**config.mk**
```make
export PLATFORM = sky130hd
export DESIGN_NAME = fifo_uart_tx
export DESIGN_NICKNAME = d
export VERILOG_FILES = /design/src/rtl/fifo_uart_tx_pkg.sv /design/src/rtl/fifo_uart_tx_baud_tick.sv /design/src/rtl/fifo_uart_tx.sv
export SDC_FILE = /design/constraint.sdc
export NUM_CORES = 1
export LEC_CHECK = 0
export BUFFER_PORTS_ARGS = -buffer_cell sky130_fd_sc_hd__buf_4
export CAP_MARGIN = 20
export CORE_AREA = 2 2 51 53
export DETAILED_ROUTE_END_ITERATION = 12
export DIE_AREA = 0 0 53 55
export PLACE_DENSITY = 0.7
export SLEW_MARGIN = 15
export SYNTH_ARGS = -nofsm -noshare
export SYNTH_HDL_FRONTEND = slang
export SYNTH_SLANG_ARGS = --single-unit
```
**constraint.sdc**
```tcl
create_clock -name clk -period 2.05 [get_ports clk]
set_input_delay 0 -clock clk [delete_from_list [all_inputs] [get_ports clk]]
set_output_delay 0 -clock clk [all_outputs]
set_load 0.03 [all_outputs]
```
**src/rtl/fifo_uart_tx_pkg.sv**
```systemverilog
// Shared definitions for the FIFO-fed UART transmitter and its baud counter.
// FSM state encodings and the default bit period for the 12 MHz board clock.
package fifo_uart_tx_pkg;

  typedef enum logic [2:0] {
    IDLE  = 3'd0,
    POP   = 3'd1,
    START = 3'd2,
    DATA  = 3'd3,
    STOP  = 3'd4
  } uart_state_t;

  localparam int BOARD_CLK_HZ     = 12_000_000;
  localparam int BAUD_RATE        = 115_200;
  localparam int DEF_CLKS_PER_BIT = BOARD_CLK_HZ / BAUD_RATE;

endpackage

```
**src/rtl/fifo_uart_tx_baud_tick.sv**
```systemverilog
// Bit-period counter: counts 0..CLKS_PER_BIT-1 and flags the last cycle of each bit.
// Shared with the receiver, so it holds no knowledge of frame structure.
module baud_tick
  import fifo_uart_tx_pkg::*;
#(
  parameter int CLKS_PER_BIT = DEF_CLKS_PER_BIT
) (
  input  logic clk,
  input  logic rst,
  input  logic clear,
  output logic tick
);

  localparam int CNT_W = (CLKS_PER_BIT > 1) ? $clog2(CLKS_PER_BIT) : 1;
  localparam logic [CNT_W-1:0] LAST = CNT_W'(CLKS_PER_BIT - 1);

  logic [CNT_W-1:0] cnt;

  always_ff @(posedge clk or negedge rst) begin
    if (!rst) begin
      cnt <= '0;
    end else if (clear || cnt == LAST) begin
      cnt <= '0;
    end else begin
      cnt <= cnt + CNT_W'(1);
    end
  end

  // Held off while cleared so a phase never ends during its load cycle.
  assign tick = !clear && (cnt == LAST);

endmodule

```
**src/rtl/fifo_uart_tx.sv**
```systemverilog
// Drains a fall-through FIFO and sends each word as a start/data/stop UART frame.
// tx is registered from the next-state decode so the line never glitches.
module fifo_uart_tx
  import fifo_uart_tx_pkg::*;
#(
  parameter int D_WIDTH      = 8,
  parameter int CLKS_PER_BIT = DEF_CLKS_PER_BIT,
  parameter int STOP_BITS    = 1
) (
  input  logic               clk,
  input  logic               rst,
  input  logic               en,
  input  logic               empty,
  input  logic [D_WIDTH-1:0] r_data,
  output logic               rd,
  output logic               tx,
  output logic               busy,
  output logic               done
);

  localparam int BIT_W = (D_WIDTH > 1) ? $clog2(D_WIDTH) : 1;
  localparam logic [BIT_W-1:0] BIT_LAST  = BIT_W'(D_WIDTH - 1);
  localparam logic             STOP_LAST = 1'(STOP_BITS - 1);

  uart_state_t        state, state_nxt;
  logic [BIT_W-1:0]   bit_idx, bit_nxt;
  logic               stop_cnt, stop_nxt;
  logic [D_WIDTH-1:0] shreg, shreg_nxt;
  logic               tx_nxt;
  logic               tick;
  logic               baud_clear;

  // The bit period restarts whenever a frame is about to begin.
  assign baud_clear = (state == IDLE) || (state == POP);

  baud_tick #(
    .CLKS_PER_BIT (CLKS_PER_BIT)
  ) u_baud (
    .clk   (clk),
    .rst   (rst),
    .clear (baud_clear),
    .tick  (tick)
  );

  always_ff @(posedge clk or negedge rst) begin
    if (!rst) begin
      state    <= IDLE;
      bit_idx  <= '0;
      stop_cnt <= 1'b0;
      tx       <= 1'b1;
    end else begin
      state    <= state_nxt;
      bit_idx  <= bit_nxt;
      stop_cnt <= stop_nxt;
      tx       <= tx_nxt;
    end
  end

  // Payload shifter carries no reset; it is reloaded in POP before any use.
  always_ff @(posedge clk) begin
    shreg <= shreg_nxt;
  end

  always_comb begin
    state_nxt = state;
    bit_nxt   = bit_idx;
    stop_nxt  = stop_cnt;
    shreg_nxt = shreg;
    unique case (state)
      IDLE: begin
        if (en && !empty) state_nxt = POP;
      end
      POP: begin
        shreg_nxt = r_data;
        bit_nxt   = '0;
        stop_nxt  = 1'b0;
        state_nxt = START;
      end
      START: begin
        if (tick) state_nxt = DATA;
      end
      DATA: begin
        if (tick) begin
          shreg_nxt = shreg >> 1;
          if (bit_idx == BIT_LAST) begin
            stop_nxt  = 1'b0;
            state_nxt = STOP;
          end else begin
            bit_nxt = bit_idx + BIT_W'(1);
          end
        end
      end
      STOP: begin
        if (tick) begin
          if (stop_cnt == STOP_LAST) begin
            state_nxt = (en && !empty) ? POP : IDLE;
          end else begin
            stop_nxt = stop_cnt + 1'b1;
          end
        end
      end
      default: state_nxt = IDLE;
    endcase

    unique case (state_nxt)
      START:   tx_nxt = 1'b0;
      DATA:    tx_nxt = shreg_nxt[0];
      default: tx_nxt = 1'b1;
    endcase
  end

  always_comb begin
    rd   = (state == POP);
    busy = (state != IDLE);
    done = (state == STOP) && tick && (stop_cnt == STOP_LAST);
  end

endmodule

```
==> impl_summary.log, run 1 <==
INFO  metric io_pins = 16
INFO  metric layout.filler_cells = 200
INFO  metric maxSlewHeadroom = 69.3%
INFO  metric peakVddDrop = between 0.4 and 0.5 mV
INFO  metric dp.cells = 150
INFO  metric powerDensity = about 830 nW/um2
INFO  metric core.rowCount = 18
INFO  metric largest_net_degree_at_the_start_of_global_routing = 17
INFO  metric seq_area_frac_synth = 53.0%
INFO  metric hold_buffers = 8
INFO  metric grt-ovfl-total = 0
INFO  metric layout_commonest_cell = sky130_fd_sc_hd__buf_4
INFO  metric crit_type = reg -> out
INFO  metric power = ~1.1 mW
INFO  metric groute.usage.overall = a little under a fifth
INFO  metric setup_viol = 0
INFO  metric globalplace.congestion = about 0.78
INFO  metric final_cell_mix = 18 x sky130_fd_sc_hd__buf_4, 13 x sky130_fd_sc_hd__nor2_1, 13 x sky130_fd_sc_hd__dfrtp_1, 10 x sky130_fd_sc_hd__nand2_1, 8 x sky130_fd_sc_hd__dlygate4sd3_1
INFO  metric insertedDiodeCount = 0
INFO  metric clk_path_buf_depth = 2
INFO  metric post_cts.resized_instances = 0
INFO  metric timing.final.max_slew_violations = 0
INFO  metric total_leakage_power = between 0.5 and 0.6 nW
INFO  metric tightest_slew = 460 ps
INFO  metric hp-class = in -> async
INFO  metric clock_sink_count = 22
INFO  metric cell_area_after_technology_mapping = ~1100 um2
INFO  metric slowest_cell_on_the_critical_path = sky130_fd_sc_hd__dfrtp_1
INFO  metric fp.dieArea = between 2000 and 3000 um2
INFO  metric dpl_cell_area = roughly 1300 um2
INFO  metric cts_inserted_buffers = 3
INFO  metric rrSetupSlack = between 200 and 250 ps
INFO  metric synth_cells = 104
INFO  metric cts_max_level = 1
INFO  metric cts.repair_timing.setup_buffer_count = 0
INFO  metric clkTransAtPathRegs = 130 ps
INFO  metric clock_skew = 11.5 ps
INFO  metric antenna_found_initial = 0
INFO  metric layout_worst_path_cycle_share = between 90% and 100%
INFO  metric vias = between 800 and 900
INFO  metric worst-path-max-fanout = 8
INFO  metric timing.max_cap.violations = 0
INFO  metric setup_repair_after_global_routing_missed_its_margin = no
INFO  metric number_of_drc_violations_after_detailed_routing_iteration_0 = 24
INFO  metric drc = 0
INFO  metric final_design_utilization = 57.9%
INFO  metric ys_ff_latch = 22
INFO  metric placement.io_buffers = 15
INFO  metric setup_tns = 0 ps
INFO  metric avgRoutedWirePerCell = approximately 14 um
INFO  metric route.antenna.remaining_nets = 0
INFO  metric cp_slowest_stage_delay = around 400 ps
INFO  metric edff_count_synth = 7
INFO  metric die_h = approximately 55 um
INFO  metric postSynth.topFlopCell = sky130_fd_sc_hd__dfrtp_1
INFO  metric first_pass_grt_wire_length = ~3700 um
INFO  metric sort_of_element_at_the_end_of_the_critical_path = primary output
INFO  metric cp.arrival = ~1900 ps
INFO  metric final_hold_viol_count = 0
INFO  metric postLayoutCellArea = roughly 1400 um2
INFO  metric coreArea = 2360 um2
INFO  metric run_status = complete, no violations
INFO  metric root_buffer = sky130_fd_sc_hd__clkbuf_4
INFO  metric final.min_clock_period = approximately 1900 ps
INFO  metric clock_tree_from_tritoncts = yes
INFO  metric grt_pass1_vias = slightly above 800
INFO  metric finalWirelength = around 2200 um
INFO  metric post_route_cells_drive_above_1_share = between 20% and 30%
INFO  metric worst_skew_pair.late_latency = between 300 and 400 ps
INFO  metric final-instance-count-excl-fill = 162
INFO  metric yosysWarnings = 0
INFO  metric synthToLayoutAreaGrowth = 24.6%
INFO  metric proportion_of_register_bits_with_asynchronous_set_or_reset_after_synthesis = between 60 and 70%
INFO  metric fmax = ~540 MHz
INFO  metric post_synth.cell_area_avg = around 11 um2
INFO  metric crit_path_start_kind = flop
INFO  metric syn_nets = around 120
INFO  metric die_w = between 50 and 60 um
INFO  metric initial_utilization = a little under half
INFO  metric via_per_inst = approximately 5.4
INFO  metric detailedRoute.firstPassIterationCount = 4
INFO  metric synth_cell_types = 38
INFO  metric hpwl = 1550 um
INFO  metric nNetsFinal = roughly 150
INFO  metric required_time_reported_for_the_critical_path_endpoint = between 2000 and 2500 ps
INFO  metric path_cells = ha_1 > nand3_1 > or2_1 > nor2_1 > buf_4
stage by stage:
step	setup slack, ps	hold slack (ps)
6_report	195	41.8
5_1_grt	51.3	55.0
4_1_cts	162	36.6
3_5_place_dp	213	-142
3_3_place_gp	278	-138
2_1_floorplan	138	-296
cell families (layout without fill, tap and decap cells):
group | count (synthesis) | in the layout | synth area share (%)
adders and majority gates | 3 | 3 | 3.42
and+or+nand+nor | 45 | 45 | 22.0
buffers and inverters | 6 | 34 | 2.16
DFF | 22 | 22 | 53.0
AOI/OAI and AO/OA | 23 | 23 | 15.3
xor gates and xnor gates | 4 | 4 | 3.19
muxes | 1 | 1 | 1.02
critical path, delay by kind of cell, from the launching register on:
family,cells,cell delay (ps)
simple gates,3,760
flops,1,390
buf+inv,1,170
fa+ha+maj,1,220
per-layer routing:
metal | vias up | track usage, % | part of all wire, %
met5 | - | 0 | 0
met4 | 0 | 11.5 | 2.1
met3 | 4 | 3.23 | 3.4
met2 | 25 | 30.2 | 49
met1 | 423 | 22.3 | 45
li1 | 430 | - | -
synth_stat cells (2+ instances only):
library cell / count / area, um2
sky130_fd_sc_hd__xor2_1: 2 / 17.5
sky130_fd_sc_hd__o211ai_1: 2 / 15.0
sky130_fd_sc_hd__ha_1: 3 / 37.5
sky130_fd_sc_hd__nand3_1: 3 / 15.0
sky130_fd_sc_hd__o21ai_0: 4 / 20.0
sky130_fd_sc_hd__a22o_1: 7 / 61.3
sky130_fd_sc_hd__nor2b_1: 4 / 25.0
sky130_fd_sc_hd__nand4_1: 2 / 12.5
sky130_fd_sc_hd__inv_1: 4 / 15.0
sky130_fd_sc_hd__a21oi_1: 2 / 10.0
sky130_fd_sc_hd__and2_1: 2 / 12.5
sky130_fd_sc_hd__o21ai_1: 2 / 10.0
sky130_fd_sc_hd__xnor2_1: 2 / 17.5
sky130_fd_sc_hd__edfxtp_1: 7 / 210
sky130_fd_sc_hd__nor2_1: 13 / 48.8
sky130_fd_sc_hd__dfrtp_1: 13 / 325
sky130_fd_sc_hd__nand2b_1: 2 / 12.5
sky130_fd_sc_hd__nand2_1: 10 / 37.5
path summary, 6_finish.rpt:
| kind | start | depth (start not counted) | end |
|---|---|---|---|
| max | u_baud.cnt[0]$_DFF_PN0_ | 5 | done |
| min | rst | 2 | u_baud.cnt[6]$_DFF_PN0_ |
| max reg2reg | u_baud.cnt[0]$_DFF_PN0_ | 5 | shreg[4]$_DFFE_PP_ |
| min reg2reg | u_baud.cnt[0]$_DFF_PN0_ | 1 | u_baud.cnt[0]$_DFF_PN0_ |
| max in group asynchronous | rst | 2 | tx$_DFF_PN1_ |
| min in group clk | empty | 5 | tx$_DFF_PN1_ |
power breakdown:
group          switching, mW  internal (mW)  total, mW
clock network          0.134         0.0762      0.210
registers             0.0953          0.531      0.627
logic                  0.146          0.147      0.293
total                  0.375          0.755       1.13
final cells by class:
| class | count | area [um2] | area share [%] |
|---|---|---|---|
| flip-flops and latches | 22 | 582 | 42.5 |
| multi-input cells | 76 | 493 | 36.0 |
| repair buffers | 26 | 215 | 15.7 |
| well taps | 30 | 37.5 | 2.74 |
| clock buffers | 4 | 26.3 | 1.92 |
| inverters | 4 | 15.0 | 1.10 |
state kept, by name, summed over array words and instances (netlist names):
register,cells
u_baud.cnt,7
state,3
shreg,8
tx,1
bit_idx,3
Note: power is estimated with default switching activity, not from simulation.
==> run 2, diff against run 1 <==
--- a/config.mk
+++ b/config.mk
@@ -10,8 +10,9 @@
 export CORE_AREA = 2 2 51 53
 export DETAILED_ROUTE_END_ITERATION = 12
 export DIE_AREA = 0 0 53 55
-export PLACE_DENSITY = 0.7
+export PLACE_DENSITY = 0.71
 export SLEW_MARGIN = 15
 export SYNTH_ARGS = -nofsm -noshare
 export SYNTH_HDL_FRONTEND = slang
+export SYNTH_HIERARCHICAL = 1
 export SYNTH_SLANG_ARGS = --single-unit
==> impl_summary.log, run 2 <==
INFO  metric globalplace.congestion = 0.758 (-2.7%)
INFO  metric groute.usage.overall = 16.7% (-1.6 points)
INFO  metric worst_skew_pair.late_latency = 310 ps (about the same)
INFO  metric final_cell_mix = 19 x sky130_fd_sc_hd__buf_4, 14 x sky130_fd_sc_hd__nand2_1, 13 x sky130_fd_sc_hd__dfrtp_1, 11 x sky130_fd_sc_hd__nor2_1, 9 x sky130_fd_sc_hd__a21oi_1
INFO  metric run_status = complete, no violations
INFO  metric cell_area_after_technology_mapping = 1120 um2 (+2.3%)
INFO  metric setup_viol = 0 (unchanged)
INFO  metric io_pins = 16 (unchanged)
INFO  metric die_h = 55 um (unchanged)
INFO  metric largest_net_degree_at_the_start_of_global_routing = 15 (-2)
INFO  metric hp-class = in -> reg
INFO  metric clkTransAtPathRegs = 100 ps (-30 ps)
INFO  metric clk_path_buf_depth = 2 (unchanged)
INFO  metric synth_cell_types = 38 (unchanged)
INFO  metric synth_largest_area_cell = sky130_fd_sc_hd__dfrtp_1
INFO  metric net-switching-power = 0.134 mW (-64%)
INFO  metric combPwrFrac = 4.1% (-22 points)
INFO  metric finalWirelength = 2140 um (-2.2%)
INFO  metric drc = 0 (unchanged)
INFO  metric required_time_reported_for_the_critical_path_endpoint = 2290 ps (+240 ps)
INFO  metric grt-ovfl-total = 0 (unchanged)
INFO  metric total_leakage_power = 0.530 nW (-6.8%)
INFO  metric timing.final.max_slew_violations = 0 (unchanged)
INFO  metric largest_register_ffs = 8 (unchanged)
INFO  metric core.rowCount = 18 (unchanged)
INFO  metric nNetsFinal = 150 (+1.4%)
INFO  metric seq_power_share = 66.6% (+11 points)
INFO  metric hpwl = 1650 um (+6.6%)
INFO  metric vias = 880 (-0.23%)
INFO  metric synthToLayoutAreaGrowth = 18.8%
INFO  metric post_cts.resized_instances = 0 (unchanged)
INFO  metric yosysWarnings = 6 (+6)
INFO  metric syn_nets = 128 (+7.6%)
INFO  metric post_route_cells_drive_above_1_share = 22.4% (+1.2 points)
INFO  metric cts_inserted_buffers = 3 (unchanged)
INFO  metric grtUsageMet2 = 29.8% (-0.42 points)
INFO  metric most_instantiated_library_cell_after_synthesis = sky130_fd_sc_hd__nand2_1
INFO  metric power.switching_fraction = 19.7% (-13 points)
INFO  metric sort_of_element_at_the_end_of_the_critical_path = flop
INFO  metric max_flop_register = shreg
INFO  metric postSynth.topFlopCell = sky130_fd_sc_hd__dfrtp_1
INFO  metric final_hold_viol_count = 0 (unchanged)
INFO  metric first_pass_grt_wire_length = 3570 um (-3.2%)
INFO  metric powerDensity = 508 nW/um2 (-38%)
INFO  metric proportion_of_register_bits_with_asynchronous_set_or_reset_after_synthesis = 63.6% (unchanged)
INFO  metric avgRoutedWirePerCell = 13.1 um (-3.4%)
INFO  metric crit_path_start_kind = flop
INFO  metric seq_area_frac_synth = 51.8% (-1.2 points)
INFO  metric maxSlewHeadroom = 66.0% (-3.3 points)
INFO  metric setup_tns = 0 ps (unchanged)
INFO  metric power = 0.679 mW (-40%)
INFO  metric layout_commonest_cell = sky130_fd_sc_hd__buf_4
INFO  metric synth_cells = 113 (+8.7%)
INFO  metric placement.io_buffers = 15 (unchanged)
INFO  metric worst-path-max-fanout = 11 (+3)
INFO  metric clock_skew = 12.1 ps (+0.577 ps)
INFO  metric cp.arrival = 2140 ps (+280 ps)
INFO  metric antenna_found_initial = 0 (unchanged)
INFO  metric edff_count_synth = 7 (unchanged)
INFO  metric tightest_slew = 506 ps (+45.4 ps)
INFO  metric detailedRoute.firstPassIterationCount = 4 (unchanged)
INFO  metric synth.cells.most_frequent = 14 x sky130_fd_sc_hd__nand2_1, 13 x sky130_fd_sc_hd__dfrtp_1, 11 x sky130_fd_sc_hd__nor2_1, 10 x sky130_fd_sc_hd__a21oi_1, 8 x sky130_fd_sc_hd__nand3_1
INFO  metric coreArea = 2360 um2 (unchanged)
INFO  metric power_report.internal_total = 0.545 mW (-28%)
INFO  metric clock_tree_from_tritoncts = yes
INFO  metric multi_input_area = 504 um2 (+2.3%)
INFO  metric post_synth_main_area_contributors = sky130_fd_sc_hd__dfrtp_1 29%, sky130_fd_sc_hd__edfxtp_1 19%, sky130_fd_sc_hd__nand2_1 4.7%
INFO  metric grt_most_used_layer = met2
INFO  metric crit_type = reg -> reg
INFO  metric root_buffer = sky130_fd_sc_hd__clkbuf_4
INFO  metric via_per_inst = 5.37 (-1.4%)
INFO  metric insertedDiodeCount = 0 (unchanged)
INFO  metric fmax = 527 MHz (-2.3%)
INFO  metric timing.max_cap.violations = 0 (unchanged)
INFO  metric gr-usage-met3 = 5.65% (+2.4 points)
INFO  metric die_w = 53 um (unchanged)
INFO  metric final.min_clock_period = 1900 ps (+43.8 ps)
INFO  metric setup_repair_after_global_routing_missed_its_margin = no
INFO  metric synth_top_area_share = 29.0% (-0.66 points)
INFO  metric largest_regs = shreg: 8 flops, u_baud/cnt: 7 flops
INFO  metric fp.dieArea = 2920 um2 (unchanged)
INFO  metric cts_max_level = 1 (unchanged)
INFO  metric groute.layer.met1.usage = 20.1% (-2.2 points)
INFO  metric post_synth.cell_area_avg = 9.94 um2 (-5.9%)
INFO  metric initial_utilization = 47.5% (+1.1 points)
INFO  metric clock_sink_count = 22 (unchanged)
INFO  metric peakVddDrop = 0.449 mV (-6.9%)
INFO  metric route.antenna.remaining_nets = 0 (unchanged)
INFO  metric clockPowerShare = 29.3% (+11 points)
INFO  metric layout_worst_path_cycle_share = 92.6% (+2.1 points)
INFO  metric grt_pass1_vias = 849 (+3.7%)
INFO  metric layout.filler_cells = 212 (+6.0%)
INFO  metric ys_ff_latch = 22 (unchanged)
INFO  metric number_of_drc_violations_after_detailed_routing_iteration_0 = 16 (-33%)
INFO  metric seq_area = 582 um2 (unchanged)
run 2: final timing paths:
| kind | start | endpoint | slack [ps] | cells past startpoint |
|---|---|---|---|---|
| setup / recovery | u_baud/cnt[0]$_DFF_PN0_ | tx$_DFF_PN1_ | 150 | 7 |
| setup reg to reg | u_baud/cnt[0]$_DFF_PN0_ | tx$_DFF_PN1_ | 150 | 7 |
| hold / removal | r_data[0] | shreg[0]$_DFF_P_ | 10 | 3 |
| min in group asynchronous | rst | u_baud/cnt[3]$_DFF_PN0_ | 60 | 2 |
| hold reg to reg | u_baud/cnt[0]$_DFF_PN0_ | u_baud/cnt[0]$_DFF_PN0_ | 490 | 1 |
| max in group asynchronous | rst | tx$_DFF_PN1_ | 1740 | 2 |
run 2: area by class of cell:
| cell class | instances | share of cell area (%) |
|---|---|---|
| Clock buffer | 4 | 1.97 |
| Multi-Input combinational cell | 81 | 37.8 |
| Inverter | 6 | 1.69 |
| Sequential cell | 22 | 43.6 |
| Timing Repair Buffer | 21 | 12.2 |
| Tap cell | 30 | 2.81 |
run 2: power groups by stage:
stage / sequential [mW] / combinational, mW / clock [mW]
2_1_floorplan: 0.461 / 0.00355 / 0
3_3_place_gp: 0.461 / 0.0248 / 0
5_1_grt: 0.452 / 0.0310 / 0.230
3_5_place_dp: 0.461 / 0.0253 / 0
6_report: 0.452 / 0.0277 / 0.199
4_1_cts: 0.452 / 0.0283 / 0.212
run 2: routing by layer:
layer | wire (um) | up-vias
met4 | 15 | 0
met5 | 0 | -
met3 | 84 | 2
li1 | - | 442
met2 | 1110 | 17
met1 | 930 | 419
run 2: kinds of logic (layout without fill, tap and decap cells):
group / Yosys count / after routing / share of synthesized area [%]
fa+ha+maj: 3 / 3 / 3.34
buf+inv: 10 / 31 / 4.23
simple gates: 51 / 51 / 23.2
compound gates: 23 / 23 / 14.3
mux: 1 / 1 / 0.891
flops: 22 / 22 / 51.8
xor+xnor: 3 / 3 / 2.34
run 2: critical path: stages, from the launching register on:
cell and delay, ps:
sky130_fd_sc_hd__dfrtp_1 400, sky130_fd_sc_hd__ha_1 240, sky130_fd_sc_hd__nand3_2 130, sky130_fd_sc_hd__nor4_2 290
sky130_fd_sc_hd__buf_4 240, sky130_fd_sc_hd__mux2i_1 230, sky130_fd_sc_hd__o311ai_2 110, sky130_fd_sc_hd__a21bo_1 210
run 2: stage by stage:
stage               worst slack (ps)  area (um2)  util, %  hold slack, ps  std cells
floorplan                       99.9        1130        -            -296        113
global placement                 245        1290     54.5            -142        158
detailed placement               171        1290     54.5            -143        158
CTS                              149        1340     56.5            6.35        164
global route                    16.3        1340     56.5            23.5        164
finish                           151        1340     56.5            14.5        164
run 2: repair_timing:
item	in CTS	in global routing
hold buffers	2	0
endpoints found under the hold margin	15	0
buffers inserted	0	0
==> run 3, diff against run 2 <==
--- a/config.mk
+++ b/config.mk
@@ -5,12 +5,14 @@
 export SDC_FILE = /design/constraint.sdc
 export NUM_CORES = 1
 export LEC_CHECK = 0
+export ABC_AREA = 1
 export BUFFER_PORTS_ARGS = -buffer_cell sky130_fd_sc_hd__buf_4
 export CAP_MARGIN = 20
 export CORE_AREA = 2 2 51 53
 export DETAILED_ROUTE_END_ITERATION = 12
 export DIE_AREA = 0 0 53 55
 export PLACE_DENSITY = 0.71
+export SETUP_SLACK_MARGIN = 0.1
 export SLEW_MARGIN = 15
 export SYNTH_ARGS = -nofsm -noshare
 export SYNTH_HDL_FRONTEND = slang
==> impl_summary.log, run 3 <==
INFO  metric synth_cell_types = 26 (-32%)
INFO  metric timing.final.max_slew_violations = 0 (unchanged)
INFO  metric core.rowCount = 18 (unchanged)
INFO  metric placement.io_buffers = 15 (unchanged)
INFO  metric dp.cells = 178 (+13%)
INFO  metric postLayoutCellArea = 1450 um2 (+8.3%)
INFO  metric die_h = 55 um (unchanged)
INFO  metric peakVddDrop = 0.408 mV (-9.0%)
INFO  metric layout_commonest_cell = sky130_fd_sc_hd__nand2_1
INFO  metric number_of_drc_violations_after_detailed_routing_iteration_0 = 18 (+2)
INFO  metric final.min_clock_period = 1830 ps (-70.0 ps)
INFO  metric post_synth_main_area_contributors = sky130_fd_sc_hd__dfrtp_1 29%, sky130_fd_sc_hd__edfxtp_1 19%, sky130_fd_sc_hd__nand2_1 14%
INFO  metric ys_ff_latch = 22 (unchanged)
INFO  metric run_status = complete, no violations
INFO  metric final_cell_mix = 43 x sky130_fd_sc_hd__nand2_1, 21 x sky130_fd_sc_hd__buf_4, 15 x sky130_fd_sc_hd__nand3_1, 13 x sky130_fd_sc_hd__dfrtp_1, 12 x sky130_fd_sc_hd__nor2_1
INFO  metric die_w = 53 um (unchanged)
INFO  metric nNetsFinal = 182 (+21%)
INFO  metric crit_path_start_kind = flop
INFO  metric grt_pass1_vias = 894 (+5.3%)
INFO  metric largest_regs = shreg: 8 flops, u_baud/cnt: 7 flops
INFO  metric final_design_utilization = 61.2% (+4.7 points)
INFO  metric largest_register_ffs = 8 (unchanged)
INFO  metric powerDensity = 480 nW/um2 (-5.6%)
INFO  metric syn_nets = 149 (+16%)
INFO  metric multi_input_area = 504 um2 (unchanged)
INFO  metric crit_type = reg -> out
INFO  metric cell_area_after_technology_mapping = 1120 um2 (unchanged)
INFO  metric io_pins = 16 (unchanged)
INFO  metric finalWirelength = 2380 um (+11%)
INFO  metric initial_utilization = 47.5% (unchanged)
INFO  metric detailedRoute.firstPassIterationCount = 4 (unchanged)
INFO  metric hp-class = in -> async
INFO  metric grt-ovfl-total = 0 (unchanged)
INFO  metric power = 0.694 mW (+2.3%)
INFO  metric globalplace.congestion = 0.836 (+10%)
INFO  metric worst-path-max-fanout = 6 (-5)
INFO  metric via_per_inst = 4.96 (-7.6%)
INFO  metric seq_area_frac_synth = 51.8% (unchanged)
INFO  metric timing.max_cap.violations = 0 (unchanged)
INFO  metric groute.usage.overall = 17.4% (+0.72 points)
INFO  metric root_buffer = sky130_fd_sc_hd__clkbuf_4
INFO  metric final-instance-count-excl-fill = 196 (+20%)
INFO  metric setup_repair_after_global_routing_missed_its_margin = yes
INFO  metric layout.filler_cells = 216 (+1.9%)
INFO  metric final_hold_viol_count = 0 (unchanged)
INFO  metric seq_area = 582 um2 (unchanged)
INFO  metric post_route_cells_drive_above_1_share = 24.7% (+2.3 points)
INFO  metric clock_skew = 8.85 ps (-3.23 ps)
INFO  metric coreArea = 2360 um2 (unchanged)
INFO  metric sort_of_element_at_the_end_of_the_critical_path = primary output
INFO  metric max_flop_register = shreg
INFO  metric postSynth.topFlopCell = sky130_fd_sc_hd__dfrtp_1
INFO  metric fp.dieArea = 2920 um2 (unchanged)
INFO  metric clkTransAtPathRegs = 120 ps (+20 ps)
INFO  metric cts_max_level = 1 (unchanged)
INFO  metric cp.arrival = 1830 ps (-310 ps)
INFO  metric worst_skew_pair.late_latency = 300 ps (about the same)
INFO  metric first_pass_grt_wire_length = 3710 um (+3.9%)
INFO  metric synth_top_area_share = 29.0% (unchanged)
INFO  metric total_leakage_power = 0.702 nW (+33%)
INFO  metric clock_tree_from_tritoncts = yes
INFO  metric route.antenna.remaining_nets = 0 (unchanged)
INFO  metric tightest_slew = 359 ps (-146 ps)
INFO  metric insertedDiodeCount = 0 (unchanged)
INFO  metric synth_largest_area_cell = sky130_fd_sc_hd__dfrtp_1
INFO  metric proportion_of_register_bits_with_asynchronous_set_or_reset_after_synthesis = 63.6% (unchanged)
INFO  metric setup_tns = 0 ps (unchanged)
INFO  metric synth_cells = 134 (+19%)
INFO  metric yosysWarnings = 6 (unchanged)
INFO  metric edff_count_synth = 7 (unchanged)
INFO  metric layout_worst_path_cycle_share = 89.2% (-3.4 points)
INFO  metric maxSlewHeadroom = 76.0% (+10 points)
INFO  metric cts_inserted_buffers = 3 (unchanged)
INFO  metric setup_viol = 0 (unchanged)
INFO  metric largest_net_degree_at_the_start_of_global_routing = 15 (unchanged)
INFO  metric hpwl = 1590 um (-3.8%)
INFO  metric vias = 972 (+10%)
INFO  metric clk_path_buf_depth = 2 (unchanged)
INFO  metric synthToLayoutAreaGrowth = 28.7%
INFO  metric post_synth.cell_area_avg = 8.38 um2 (-16%)
INFO  metric antenna_found_initial = 0 (unchanged)
INFO  metric avgRoutedWirePerCell = 12.1 um (-7.1%)
INFO  metric required_time_reported_for_the_critical_path_endpoint = 2050 ps (-240 ps)
INFO  metric clock_sink_count = 22 (unchanged)
INFO  metric synth.cells.most_frequent = 43 x sky130_fd_sc_hd__nand2_1, 15 x sky130_fd_sc_hd__nand3_1, 13 x sky130_fd_sc_hd__dfrtp_1, 13 x sky130_fd_sc_hd__nor2_1, 11 x sky130_fd_sc_hd__inv_1
INFO  metric most_instantiated_library_cell_after_synthesis = sky130_fd_sc_hd__nand2_1
INFO  metric drc = 0 (unchanged)
INFO  metric dpl_cell_area = 1270 um2 (-1.4%)
INFO  metric fmax = 547 MHz (+3.8%)
-- run 3: changes by cell type after synthesis, moves of 4 or more --
cell | before | now
sky130_fd_sc_hd__nand2_1 | 14 | 43
sky130_fd_sc_hd__a21oi_1 | 10 | 3
sky130_fd_sc_hd__inv_1 | 6 | 11
sky130_fd_sc_hd__nand3_1 | 8 | 15
sky130_fd_sc_hd__nand2b_1 | 5 | 0
sky130_fd_sc_hd__nand2_2 | 1 | 5
-- run 3: layer usage --
metal	GRT usage (%)	part of all wire, %	up-vias
li1	-	-	493
met1	20.3	42	451
met2	32.9	54	26
met3	2.42	2.9	2
met4	5.98	0.63	0
met5	0	0	-
-- run 3: through the flow --
step	setup slack [ps]	hold slack, ps
6_report	221	65.7
5_1_grt	66.3	73.7
4_1_cts	101	46.7
3_5_place_dp	-16.8	-138
3_3_place_gp	135	-142
2_1_floorplan	306	-296
-- run 3: final timing paths --
path | start | end | slack [ps] | cells after the start
setup / recovery | u_baud/cnt[1]$_DFF_PN0_ | done | 220 | 8
hold / removal | rst | u_baud/cnt[2]$_DFF_PN0_ | 70 | 2
setup reg to reg | u_baud/cnt[1]$_DFF_PN0_ | shreg[2]$_DFFE_PP_ | 290 | 8
hold reg to reg | bit_idx[1]$_DFFE_PN0P_ | bit_idx[1]$_DFFE_PN0P_ | 510 | 2
max in group asynchronous | rst | tx$_DFF_PN1_ | 1750 | 2
min in group clk | empty | state[0]$_DFF_PN0_ | 70 | 4
-- run 3: logic make-up (layout without fill, tap and decap cells) --
logic type               after synthesis  after routing  share of synthesized area [%]
AO/OA/AOI/OAI                         10             10                           5.57
XOR/XNOR                               1              1                          0.780
adder cells (fa/ha/maj)                3              3                           3.34
buffers and inverters                 15             47                           5.79
flip-flops                            22             22                           51.8
AND/OR/NAND/NOR                       83             83                           32.7
-- run 3: report_power, final --
part | switching (mW) | internal (mW) | leakage [nW] | total [mW]
logic | 0.0135 | 0.0263 | 0.437 | 0.0398
clock network | 0.127 | 0.0757 | 0.0150 | 0.202
registers | 0.000509 | 0.451 | 0.250 | 0.452
total | 0.141 | 0.553 | 0.702 | 0.694
-- run 3: worst max-delay path, cell delays in order, from the launching register on --
cell	delay, ps
sky130_fd_sc_hd__dfrtp_1	400
sky130_fd_sc_hd__ha_2	230
sky130_fd_sc_hd__nand2_1	70
sky130_fd_sc_hd__nor2_1	110
sky130_fd_sc_hd__nand2_1	90
sky130_fd_sc_hd__nor2_2	130
sky130_fd_sc_hd__inv_2	100
sky130_fd_sc_hd__nor4_4	210
sky130_fd_sc_hd__buf_4	200
-- run 3: timing repair --
item	in CTS	in global routing
hold buffers	9	0
setup buffers	0	5
pin swaps	1	1
gates resized for setup	1	4
setup endpoints to repair	10	12
hold endpoints to repair	22	0
-- run 3: area by class of cell --
type                            instances  area share (%)
Tap cell                               30            2.60
Inverter                               13            3.37
Clock buffer                            4            1.82
Multi-Input combinational cell         97            34.9
Timing Repair Buffer                   30            17.1
Sequential cell                        22            40.2
